[src/rtl/wi23_defs.sv]
// Shared definitions for the wi23 MMIO path: access granularity, bridge states
// and the default peripheral slot map.
package wi23_defs;

   typedef enum logic [1:0] {
      GRAN_WORD = 2'b00,
      GRAN_BYTE = 2'b01,
      GRAN_HALF = 2'b10
   } gran_e;

   typedef enum logic [1:0] {
      ST_IDLE,
      ST_WAIT,
      ST_RESP
   } bridge_state_e;

   localparam int MMIO_NUM_SLOTS = 4;
   localparam int SLOT_VGA       = 0;
   localparam int SLOT_PS2       = 1;
   localparam int SLOT_TIMER     = 2;
   localparam int SLOT_UART      = 3;

   localparam logic [31:0] VGA_BASE   = 32'h0000_8000;
   localparam logic [31:0] VGA_MASK   = 32'hFFFF_C000;
   localparam logic [31:0] PS2_BASE   = 32'h0000_C000;
   localparam logic [31:0] PS2_MASK   = 32'hFFFF_FF00;
   localparam logic [31:0] TIMER_BASE = 32'h0000_C100;
   localparam logic [31:0] TIMER_MASK = 32'hFFFF_FF00;
   localparam logic [31:0] UART_BASE  = 32'h0000_C200;
   localparam logic [31:0] UART_MASK  = 32'hFFFF_FF00;

   // Packed with slot 0 in the least significant word.
   localparam logic [MMIO_NUM_SLOTS*32-1:0] MMIO_SLOT_BASE =
      {UART_BASE, TIMER_BASE, PS2_BASE, VGA_BASE};
   localparam logic [MMIO_NUM_SLOTS*32-1:0] MMIO_SLOT_MASK =
      {UART_MASK, TIMER_MASK, PS2_MASK, VGA_MASK};

endpackage

[src/rtl/mmio_lane_steer.sv]
// Big-endian lane steering: byte 0 sits in bits [31:24]. Produces the shift,
// byte enables and read mask for one access, plus a flag for unusable accesses.
module mmio_lane_steer
   import wi23_defs::*;
(
   input  logic [1:0]  addr_lo,
   input  logic [1:0]  gran,
   output logic [4:0]  shift,
   output logic [3:0]  be,
   output logic [31:0] rmask,
   output logic        misalign
);

   always_comb begin
      // NOTE: every output gets a default first so no path leaves it unassigned (no latch).
      shift    = 5'd0;
      be       = 4'b0000;
      rmask    = 32'h0;
      misalign = 1'b0;
      case (gran)
         GRAN_WORD: begin
            be       = 4'b1111;
            rmask    = 32'hFFFF_FFFF;
            misalign = (addr_lo != 2'b00);
         end
         GRAN_BYTE: begin
            shift = {~addr_lo, 3'b000};
            be    = 4'b1000 >> addr_lo;
            rmask = 32'h0000_00FF;
         end
         GRAN_HALF: begin
            rmask = 32'h0000_FFFF;
            case (addr_lo)
               2'b00:   begin shift = 5'd16; be = 4'b1100; end
               2'b01:   begin shift = 5'd8;  be = 4'b0110; end
               2'b10:   begin shift = 5'd0;  be = 4'b0011; end
               default: misalign = 1'b1;
            endcase
         end
         // The illegal granularity is reported through the same flag.
         default: misalign = 1'b1;
      endcase
   end

endmodule

[src/rtl/mmio_bridge.sv]
// Handshaked MMIO bridge: decodes a processor access onto one of NUM_SLOTS
// peripheral windows, steers lanes, and returns data or an error with bounded latency.
module mmio_bridge
   import wi23_defs::*;
#(
   parameter int                        NUM_SLOTS = 4,
   parameter int                        DATA_W    = 32,
   parameter int                        ADDR_W    = 32,
   parameter int                        TIMEOUT   = 16,
   parameter logic [NUM_SLOTS*32-1:0]   SLOT_BASE = {NUM_SLOTS{32'h0}},
   parameter logic [NUM_SLOTS*32-1:0]   SLOT_MASK = {NUM_SLOTS{32'hFFFF_FF00}}
) (
   input  logic                        clk,
   input  logic                        rst_n,
   input  logic                        req_valid_i,
   output logic                        req_ready_o,
   input  logic [ADDR_W-1:0]           req_addr_i,
   input  logic                        req_write_i,
   input  logic [1:0]                  req_gran_i,
   input  logic [DATA_W-1:0]           req_wdata_i,
   output logic                        rsp_valid_o,
   output logic [DATA_W-1:0]           rsp_rdata_o,
   output logic                        rsp_err_o,
   output logic [ADDR_W-1:0]           err_addr_o,
   output logic [NUM_SLOTS-1:0]        slot_req_o,
   output logic [ADDR_W-1:0]           slot_addr_o,
   output logic [3:0]                  slot_be_o,
   output logic [DATA_W-1:0]           slot_wdata_o,
   input  logic [NUM_SLOTS-1:0]        slot_ack_i,
   input  logic [NUM_SLOTS*DATA_W-1:0] slot_rdata_i
);

   localparam int SEL_W = (NUM_SLOTS > 1) ? $clog2(NUM_SLOTS) : 1;
   localparam int CNT_W = (TIMEOUT > 1) ? $clog2(TIMEOUT) : 1;

   bridge_state_e     state;
   logic [SEL_W-1:0]  sel_q;
   logic [4:0]        rd_shift_q;
   logic [31:0]       rd_mask_q;
   logic              write_q;
   logic [ADDR_W-1:0] addr_q;
   logic [CNT_W-1:0]  tcount;

   logic              hit;
   logic [SEL_W-1:0]  hit_idx;
   logic [4:0]        shift;
   logic [3:0]        be;
   logic [31:0]       rmask;
   logic              misalign;

   assign req_ready_o = (state == ST_IDLE);

   // Walk from the top down so the lowest-index match is the one that sticks.
   always_comb begin
      hit     = 1'b0;
      hit_idx = '0;
      for (int i = NUM_SLOTS - 1; i >= 0; i--) begin
         if ((req_addr_i & SLOT_MASK[i*32 +: ADDR_W]) == SLOT_BASE[i*32 +: ADDR_W]) begin
            hit     = 1'b1;
            hit_idx = SEL_W'(i);
         end
      end
   end

   mmio_lane_steer u_steer (
      .addr_lo  (req_addr_i[1:0]),
      .gran     (req_gran_i),
      .shift    (shift),
      .be       (be),
      .rmask    (rmask),
      .misalign (misalign)
   );

   // NOTE: sequential state uses non-blocking assignments so every register samples pre-edge values.
   always_ff @(posedge clk or negedge rst_n) begin
      if (!rst_n) begin
         state        <= ST_IDLE;
         sel_q        <= '0;
         rd_shift_q   <= '0;
         rd_mask_q    <= '0;
         write_q      <= 1'b0;
         addr_q       <= '0;
         tcount       <= '0;
         rsp_valid_o  <= 1'b0;
         rsp_rdata_o  <= '0;
         rsp_err_o    <= 1'b0;
         err_addr_o   <= '0;
         slot_req_o   <= '0;
         slot_addr_o  <= '0;
         slot_be_o    <= '0;
         slot_wdata_o <= '0;
      end else begin
         case (state)
            ST_IDLE: begin
               if (req_valid_i) begin
                  addr_q <= req_addr_i;
                  if (!hit || misalign) begin
                     state       <= ST_RESP;
                     rsp_valid_o <= 1'b1;
                     rsp_err_o   <= 1'b1;
                     rsp_rdata_o <= '0;
                     err_addr_o  <= req_addr_i;
                  end else begin
                     state        <= ST_WAIT;
                     sel_q        <= hit_idx;
                     rd_shift_q   <= shift;
                     rd_mask_q    <= rmask;
                     write_q      <= req_write_i;
                     tcount       <= '0;
                     slot_req_o   <= NUM_SLOTS'(1) << hit_idx;
                     slot_addr_o  <= req_addr_i & ~ADDR_W'(3);
                     slot_be_o    <= req_write_i ? be : 4'b0000;
                     slot_wdata_o <= req_write_i ? (req_wdata_i << shift) : '0;
                  end
               end
            end
            ST_WAIT: begin
               // Ack is checked before the timeout so an ack on the last cycle still succeeds.
               if (slot_ack_i[sel_q]) begin
                  state       <= ST_RESP;
                  slot_req_o  <= '0;
                  rsp_valid_o <= 1'b1;
                  rsp_err_o   <= 1'b0;
                  rsp_rdata_o <= write_q ? '0
                               : ((slot_rdata_i[sel_q*DATA_W +: DATA_W] >> rd_shift_q) & rd_mask_q);
               end else if (tcount == CNT_W'(TIMEOUT - 1)) begin
                  state       <= ST_RESP;
                  slot_req_o  <= '0;
                  rsp_valid_o <= 1'b1;
                  rsp_err_o   <= 1'b1;
                  rsp_rdata_o <= '0;
                  err_addr_o  <= addr_q;
               end else begin
                  tcount <= tcount + CNT_W'(1);
               end
            end
            ST_RESP: begin
               state       <= ST_IDLE;
               rsp_valid_o <= 1'b0;
               rsp_err_o   <= 1'b0;
            end
            default: state <= ST_IDLE;
         endcase
      end
   end

endmodule

[config.mk]
export PLATFORM = sky130hd
export DESIGN_NAME = mmio_bridge
export DESIGN_NICKNAME = d
export VERILOG_FILES = /design/src/rtl/wi23_defs.sv /design/src/rtl/mmio_lane_steer.sv /design/src/rtl/mmio_bridge.sv
export SDC_FILE = /design/constraint.sdc
export NUM_CORES = 1
export LEC_CHECK = 0
export ABC_AREA = 1
export CELL_PAD_IN_SITES_DETAIL_PLACEMENT = 1
export CELL_PAD_IN_SITES_GLOBAL_PLACEMENT = 2
export CORE_ASPECT_RATIO = 1.5
export CORE_MARGIN = 2
export CORE_UTILIZATION = 26
export DETAILED_ROUTE_END_ITERATION = 8
export MAX_ROUTING_LAYER = met4
export PLACE_DENSITY = 0.78
export RECOVER_POWER = 50
export SYNTH_ARGS = -nofsm -noshare
export SYNTH_HDL_FRONTEND = slang
export SYNTH_HIERARCHICAL = 1
export SYNTH_SLANG_ARGS = --single-unit
[constraint.sdc]
create_clock -name clk -period 2.1 [get_ports clk]
set_clock_uncertainty 0.05 [all_clocks]
set_input_delay 0.63 -clock clk [delete_from_list [all_inputs] [get_ports clk]]
set_output_delay 0.63 -clock clk [all_outputs]
set_load 0.01 [all_outputs]
# Yosys cells after proc, flatten, opt, wreduce, memory -nomap -nowiden
# Index checks and enable logic that the tools add are counted.
[op_classes] bitwise_logic=3 reduce_logical=18 shift=3 addsub=1 mux=43 n_eq_ne=14
[op_table] cell="$mux W32" n=10
[op_table] cell="$pmux W32 S2" n=2
[op_table] cell="$pmux W32 S3" n=1
[op_table] cell="$mux W4" n=9
[op_table] cell="$and A32 B32 Y32" n=1
[op_table] cell="$logic_not A32 Y1" n=1
[op_table] cell="$shl A32 B5 Y32" n=1
[op_table] cell="$shr A32 B5 Y32" n=1
[op_table] cell="$pmux W4 S3" n=2
[op_table] cell="$pmux W5 S2" n=2
[op_table] cell="$pmux W4 S2" n=2
[op_table] cell="$reduce_and A4 Y1" n=3
[op_table] cell="$ne A2 B2 Y1 const B" n=5
[op_table] cell="$reduce_and A5 Y1" n=2
[op_table] cell="$pmux W1 S3" n=3
[op_table] cell="$mux W2" n=4
[op_table] cell="$mux W1" n=7
[op_table] cell="$eq A2 B1 Y1 const B" n=3
[op_table] cell="$eq A2 B2 Y1 const B" n=3
[op_table] cell="$logic_not A2 Y1" n=3
[op_table] cell="$add A4 B1 Y4 const B" n=1
[op_table] cell="$eq A4 B4 Y1 const B" n=1
[op_table] cell="$pmux W2 S2" n=1
[op_table] cell="$reduce_and A2 Y1" n=2
[op_table] cell="other kinds (11)" n=12
[word_totals] reg_bits=212 in_bits=202 elab_cells=96 out_inout_bits=139

# Longest topological paths before layout
[logic_depth] word_depth=8 depth_mapped=15 ltp_nobuf=13

# Hierarchy
# Netlist, hierarchy kept.
[modules_own_cells] mod="mmio_bridge" instances=1 seq_area_each_um2=5230.0 cells_per_inst=1609 area_each_um2=11383.4
[modules_own_cells] mod="mmio_lane_steer" instances=1 seq_area_each_um2=0.0 cells_per_inst=79 area_each_um2=524.3

# Worst setup path after synthesis
# No wires, ideal clock.
[synth_timing] path_kind="input to register" startpoint="input port req_gran_i[0]" endpoint="register rd_shift_q[4]" n_path_buf=2 path_stages=14 t_required_ps=1930 t_arrival_ps=2341 setup_time_ps=120 setup_slack_ps=-411 path_cell_list="inv_1 > ha_1 > inv_1 > o21ai_0 > nor2_1 > nand2_1 > nor2_1 > nand2_1 > nor2_1 > nand2_1 > buf_2 > buf_2 > o21ai_0 > inv_1"
[synth_via] elab_chain_len=5
[synth_lines] element="start, declared" line_no="mmio_bridge.sv:19" rtl="input logic [1:0] req_gran_i,"
[synth_lines] element="$eq A2 B2 Y1, or another cell as far along" line_no="mmio_lane_steer.sv:20" rtl="case (gran)"
[synth_lines] element="$pmux W1 S3 (*)" line_no="mmio_lane_steer.sv:20"
[synth_lines] element="named net misalign" line_no="mmio_bridge.sv:49" rtl="logic misalign;"
[synth_lines] element="$logic_or A1 B1 Y1 (*)" line_no="mmio_bridge.sv:97" rtl="if (!hit || misalign) begin"
[synth_lines] element="$not A1 Y1 (no line) (*)"
[synth_lines] element="$reduce_and A3 Y1 (no line) (*)"
[synth_lines] element="end signal, assigned" line_no="mmio_bridge.sv:106" rtl="rd_shift_q <= shift;"
[synth_lines] element="end, declared" line_no="mmio_bridge.sv:38" rtl="logic [4:0] rd_shift_q;"
# The timed path passes the listed nets; every way through them passes the cells marked *.
# A chain may end at the register's enable or synchronous reset.

# Worst setup path in the final report
[layout_timing] startpoint="input port req_addr_i[20]" endpoint="register slot_wdata_o[24]"
[layout_via] elab_chain_len=6
[layout_lines] element="start, declared" line_no="mmio_bridge.sv:17" rtl="input logic [ADDR_W-1:0] req_addr_i,"
[layout_lines] element="$logic_not A32 Y1" line_no="mmio_bridge.sv:58" rtl="if ((req_addr_i & SLOT_MASK[i*32 +: ADDR_W]) == SLOT_BASE[i*32 +: ADDR_W]) begin"
[layout_lines] element="$mux W1" line_no="mmio_bridge.sv:58"
[layout_lines] element="$logic_not A1 Y1" line_no="mmio_bridge.sv:97"
[layout_lines] element="$logic_or A1 B1 Y1" line_no="mmio_bridge.sv:97"
[layout_lines] element="$not A1 Y1 (no line)"
[layout_lines] element="$reduce_and A3 Y1 (no line)"
[layout_lines] element="end signal, assigned" line_no="mmio_bridge.sv:113" rtl="slot_wdata_o <= req_write_i ? (req_wdata_i << shift) : '0;"
[layout_lines] element="end, declared" line_no="mmio_bridge.sv:28" rtl="output logic [DATA_W-1:0] slot_wdata_o,"
# No other way between the ends.

==> results.toml <==
[clock_network]
root_buffer = "clkbuf_16"
cts_tree = "yes"
cts_inserted_buffers = 24
clkLatencyLatePin_ps = 530
cts.sinks = 209
htreeDepth = 1
cts_buffer_depth = 3
path_clk_slew_ps = 60

[critical_path]
reg2reg_slack_ps = 230
cp-endpoint = "slot_wdata_o[24]"
arrival_ps = 2440
cp_max_fo = 8
crit_path_end_kind = "flop"
worstRegToRegCells = 9
startpoint = "req_addr_i[20]"
path_class = "primary input to flop"
r2r-end = "err_addr_o[27]"
cp.required_ps = 2510
critPathMaxStageDelay_ps = 440
worstSetupStartpointType = "primary input"
r2r-start = "tcount[0]"
worstPathCellList = "clkdlybuf4s50_1 -> nor2_1 -> nand2_1 -> nor2_1 -> nand2_1 -> nor2_4 -> buf_12 -> nand3_4 -> nor2_4 -> buf_12 -> nand3_4 -> nand2_2"
cp_slowest_cell = "clkdlybuf4s50_1"

[cells_and_area]
final_common_cell = "nand2_1"
n_antenna_cell = 0
fin_nets = 2165
drive_gt1_frac = 0.120
fillerInstances = 5572
syn2layout_area_growth_pct = 39.4
final_cell_mix = "nand2_1, nand3_1, dfrtp_1"

[die]
rows = 96
die_area_um2 = 47600
io_pins = 341
die_height_um = 266
core_area_um2 = 45500
start_util = 0.262
die_w_um = 179

[timing]
rsz0062_at_grt = "yes"
drv_slew = 0
setup_viol = 0
slew_headroom = 0.303
period_share = 0.968
hold_viol = 0
period_minus_slack_ps = 2030
setup_tns_ps = 0
timing.fmax_ghz = 0.492
layout_setup_ws_ps = 67.3
tightestPinTransition_ps = 1050

[route]
antenna_left = 0
drt-initial-drc-count = 435
wl_um = 45100
drc = 0
wl_per_cell_um = 17.6
via_per_inst = 4.73
vias = 12099
drt_first_pass_iters = 4

[synth]
synthDistinctLibCells = 30
synthDominantCellAreaShare = 0.439
yosysSeqAreaShare = 0.439
yosysWarningCount = 6
yosys.area.top_type = "dfrtp_1"
ys_ff_latch = 209
synthCells = 1688
synth_area_um2 = 11900
ys_top_cells_by_area = "dfrtp_1, nand2_1, nand3_1"
syn_area_per_cell_um2 = 7.05

[grt]
antenna_found_initial = 1
grt_use_met2 = 0.362
grt.overflow.total = 0
gr-usage-met1 = 0.213
grt.busiest_layer = "met2"
grt_pass1_wl_um = 69700
grt_pass1_vias = 12645
grt.met3_usage = 0.0174
grt_max_degree = 52
grtUsageTotal = 0.192

[power_and_ir_drop]
total_power_w = 0.0125
p_per_area_nw_per_um2 = 754
p_leak_nw = 8.48
max-vdd-ir-drop_mv = 0.448

[placement]
dp_slack_ps = -933
port_buffers = 236
gp_congestion = 0.886
dpl.hpwl_um = 33500

[job]
drv_cap = 0

[min_path]
hold_class = "flop to flop"

[status]
status = "completed"
-- routing by layer --
layer / up-vias / wire length, um
li1: 5961 / -
met1: 5906 / 17500
met2: 177 / 25200
met3: 55 / 1200
met4: 0 / 1160
met5: - / 0
-- power breakdown --
part           internal [W]  total (W)  switching (W)
clock network       0.00247    0.00417        0.00170
logic               0.00137    0.00329        0.00192
registers           0.00468    0.00505       0.000368
total               0.00853     0.0125        0.00399
-- cells in the mapped netlist --
library cell / instances
buf_2: 24
nand2_1: 641
dfrtp_1: 209
buf_6: 6
o21ai_1: 35
o31ai_1: 6
buf_4: 37
o21ai_0: 93
inv_1: 87
and2_1: 5
clkbuf_2: 1
clkinv_1: 3
buf_1: 17
nand2_2: 3
nor2_2: 5
a21oi_2: 1
nand3_1: 343
or2_2: 1
inv_2: 4
a21boi_0: 2
a21oi_1: 16
ha_1: 11
conb_1: 2
nand3_2: 1
xor2_1: 1
nor2_4: 2
nand4_1: 11
mux2i_1: 13
nor2_1: 57
clkbuf_1: 51
-- cell families (layout without fill, tap and decap cells) --
| group | count (synthesis) | in the layout | synth area share |
|---|---|---|---|
| and+or+nand+nor | 1069 | 1069 | 0.380 |
| buffers and inverters | 230 | 504 | 0.0906 |
| DFF | 209 | 209 | 0.439 |
| AOI/OAI and AO/OA | 153 | 153 | 0.0663 |
| muxes | 13 | 13 | 0.0109 |
| adders and majority gates | 11 | 11 | 0.0116 |
| other | 2 | 8 | 0.000631 |
| xor gates and xnor gates | 1 | 1 | 0.000736 |
-- worst min path at each step --
| stage | startpoint | to | cells after the start |
|---|---|---|---|
| finish | slot_wdata_o[19] | slot_wdata_o[19] | 2 |
| global route | rsp_rdata_o[8] | rsp_rdata_o[8] | 2 |
| CTS | slot_wdata_o[19] | slot_wdata_o[19] | 2 |
| detailed placement | addr_q[19] | addr_q[19] | 2 |
| global placement | rsp_err_o | rsp_err_o | 2 |
| floorplan | rst_n | addr_q[0] | 0 |
-- sequential cells by signal, indices dropped and copies added (netlist names), 2 cells and up --
| signal | flops |
|---|---|
| addr_q | 32 |
| slot_wdata_o | 32 |
| rsp_rdata_o | 32 |
| slot_addr_o | 30 |
| err_addr_o | 32 |
| state | 2 |
| rd_mask_q | 32 |
| rd_shift_q | 5 |
| tcount | 4 |
| slot_be_o | 4 |
-- worst max-delay path, delay by kind of cell --
family	cells	cell delay (ps)
AND/OR/NAND/NOR	9	1050
buffers and inverters	3	740
-- area by class of cell --
class                      instances  area, um2  share of cell area
multi-input combinational       1255       5880               0.354
clock inverter                     4       56.3             0.00339
tap                              588        736              0.0443
clock buffer                      38        723              0.0436
inverter                          94        372              0.0224
timing repair buffer             368       3600               0.217
sequential                       209       5230               0.315
-- timing repair --
item | in CTS | in global routing
hold buffers | 1 | 0
gates cloned | 3 | 7
endpoints found under the setup margin | 311 | 172
setup buffers | 5 | 5
pin swaps | 5 | 21
hold endpoints to repair | 33 | 0
resized for setup | 155 | 62
-- per-stage QoR --
stage | hold WS, ps | utilization | area (um2) | instances
2_1_floorplan | 284 | - | 12000 | 1694
3_3_place_gp | 407 | 0.340 | 15500 | 2494
3_5_place_dp | 415 | 0.340 | 15500 | 2494
4_1_cts | 428 | 0.356 | 16200 | 2545
5_1_grt | 453 | 0.365 | 16600 | 2556
6_report | 419 | 0.365 | 16600 | 2556
Power figures use the tool's default switching activity.
==> variant (same settings) <==
The 3 states of `bridge_state_e` get a one-hot encoding in 3 bits.
--- a/src/rtl/wi23_defs.sv
+++ b/src/rtl/wi23_defs.sv
@@ -9,8 +9,8 @@
    } gran_e;
 
-   typedef enum logic [1:0] {
-      ST_IDLE,
-      ST_WAIT,
-      ST_RESP
+   typedef enum logic [2:0] {
+      ST_IDLE = 3'b001,
+      ST_WAIT = 3'b010,
+      ST_RESP = 3'b100
    } bridge_state_e;
 
Formal check against the unedited RTL: same outputs for any inputs over 4 cycles, from zero or initial values and one cycle with rst_n low; so few cycles prove little.
==> variant against the unedited design <==
- power fell by 10%
- routed wire length up 9.1%
- die area is 1.5% higher
- worst setup slack worse by 0.15 ns
- area after synthesis grew 1.6%
- highest routed layer unchanged
- worst hold slack got worse by 0.062 ns
- utilization rose by 2.5 points
- largest cell class unchanged
- final area rose by 7.8%
- sequential cell count up 1
- the flow now finishes with violations (setup timing)
==> variant: results (changes against the unedited design) <==
clk_lat worst skew 0.54 ns; worst reg2reg path depth 12 (+3); Commonest cells post-synth 581 x nand2_1, 360 x nand3_1, 209 x dfrtp_1, 86 x inv_1, 84 x nor2_1; number of distinct library cells after synthesis 36 (+20%); IO buf count 236 (unchanged); final setup margin -0.0817 ns (-0.149 ns); XOR/XNOR share of the synthesized area 0.000724 (-0.0000113); dpl cell area 15,600 um2 (+0.90%); HP Class input port to register; Worst Hold Depth 3 (+1); Final Setup Violations 73 (+73); routability cong. 0.848 (-4.3%); VDD IR max 0.522 mV (+16%); post-DP HPWL 34,300 um (+2.5%); vias in the first global route 13.4k (+5.6%); CTS Buf Count 24 (unchanged); async set-reset flop share out of synthesis 1.00 (unchanged); WHS 0.357 ns (-0.0625 ns); All-Layer GR Usage 0.195 (+0.00285); CP Max Fanout 6 (-2); clk root buf clkbuf_16; Synth Flop Type dfrtp_1; Leak Pwr 9.00 nW (+6.2%); Tightest Pin Transition 0.858 ns (-0.187 ns); post-synthesis mux area share 0.0256 (+0.0146); Post-Synth Adder-Cell Area 0.0114 (-0.000177); clock buffer depth 3 (unchanged); largest net degree at the start of global routing 58 (+12%); Worst-path clk slew 0.06 ns (about the same); wire length per cell 19.1 um (+8.1%); Hold Path End addr_q[1]$_DFFE_PN0P_; fin nets 2,186 (+0.97%); reg-to-reg critical path startpoint state[0]$_DFFE_PN1P_; failing checks setup timing; initial antenna violation count 0 (-1); status complete, but fails checks; RR Endpoint err_addr_o[15]$_DFFE_PN0P_; min-delay src req_addr_i[1]; Diodes inserted 0 (unchanged); H-tree Lvls 1 (unchanged); Compound-Gate Fraction of Synth Area 0.0626 (-0.00371); top cells by area, synth dfrtp_1 43%, nand2_1 18%, nand3_1 15%, inv_1 2.7%, nor2_1 2.6%; Via density 4.84 (+2.2%); share of the yosys chip area belonging to registers 0.435 (-0.00455); fraction of layout instances using a drive strength above 1 0.206 (+0.0860); first-pass GRT wire length 72,800 um (+4.5%); DR iter-0 viols 592 (+36%); DR pass1 iterations 5 (+1); worst slack, placed -1.10 ns (-0.169 ns); Synth Warn # 6 (unchanged)
-- variant: cell count changes after synthesis, sizes merged, moves of 5 or more --
cell	change
a21oi	+22
o31ai	-5
nand3	+17
o21ai	-33
nor3	+5
mux2	+15
nand2	-63
nor2	+26
-- variant: cells by family after synthesis --
family                     Yosys count
AOI/OAI and AO/OA                  139
adders and majority gates           11
muxes                               29
xor gates and xnor gates             1
DFF                                210
other                                2
and+or+nand+nor                   1055
buffers and inverters              232
-- variant: worst max-delay path by stage --
stage	from	end	slack (ns)	depth (start not counted)
2_1_floorplan	req_gran_i[0]	rd_mask_q[25]$_DFFE_PN0P_	-0.13	14
3_3_place_gp	req_gran_i[0]	slot_addr_o[11]$_DFFE_PN0P_	-0.99	14
3_5_place_dp	req_gran_i[0]	slot_addr_o[11]$_DFFE_PN0P_	-1.10	14
4_1_cts	state[0]$_DFFE_PN1P_	req_ready_o	-0.04	3
5_1_grt	req_gran_i[0]	slot_wdata_o[4]$_DFFE_PN0P_	-0.17	15
6_report	state[0]$_DFFE_PN1P_	err_addr_o[15]$_DFFE_PN0P_	-0.08	12
-- variant: metrics by stage --
| stage | TNS (ns) | instances |
|---|---|---|
| after floorplan | -11.46 | 1685 |
| after detailed placement | -172.04 | 2483 |
| after CTS | -0.0606 | 2553 |
| final | -2.12 | 2579 |
| after global routing | -13.69 | 2579 |
| after global placement | -156.88 | 2483 |
-- variant: where the power goes --
| group | switching (mW) | internal (mW) |
|---|---|---|
| combinational | 1.26 | 1.04 |
| sequential | 0.200 | 4.33 |
| clock | 1.81 | 2.63 |
-- variant: cell type report --
cell class | instances | area (um2)
Sequential cell | 210 | 5260
Clock buffer | 33 | 674
Inverter | 96 | 403
Tap cell | 588 | 736
Clock inverter | 11 | 151
Multi-Input combinational cell | 1244 | 6590
Timing Repair Buffer | 396 | 4070
Timing Repair inverter | 1 | 11.3
Fill cell | 5508 | 28000
-- variant: what timing repair did --
action,CTS,global route
endpoints found under the hold margin,14,0
pin swaps,14,51
hold buffers,1,0
cloned,8,16
resized for setup,208,232
setup endpoints to repair,309,177
buffers inserted,19,15
-- variant: worst max-delay path, cell delays in order, from the launching register on --
cell,delay (ns)
dfstp_2,0.54
inv_2,0.05
nor3_4,0.22
buf_6,0.16
inv_6,0.04
nor2_4,0.20
nor2_4,0.08
nor2_4,0.13
nand3_4,0.11
buf_12,0.15
buf_12,0.13
buf_16,0.14
o21ai_2,0.12
-- variant: per-layer routing --
| layer | vias up | part of all wire | wire, um | GRT usage |
|---|---|---|---|---|
| li1 | 6009 | - | - | - |
| met1 | 6131 | 0.38 | 18500 | 0.206 |
| met2 | 236 | 0.55 | 27200 | 0.372 |
| met3 | 96 | 0.031 | 1520 | 0.0201 |
| met4 | 0 | 0.040 | 1940 | 0.0745 |
| met5 | - | 0 | 0 | - |
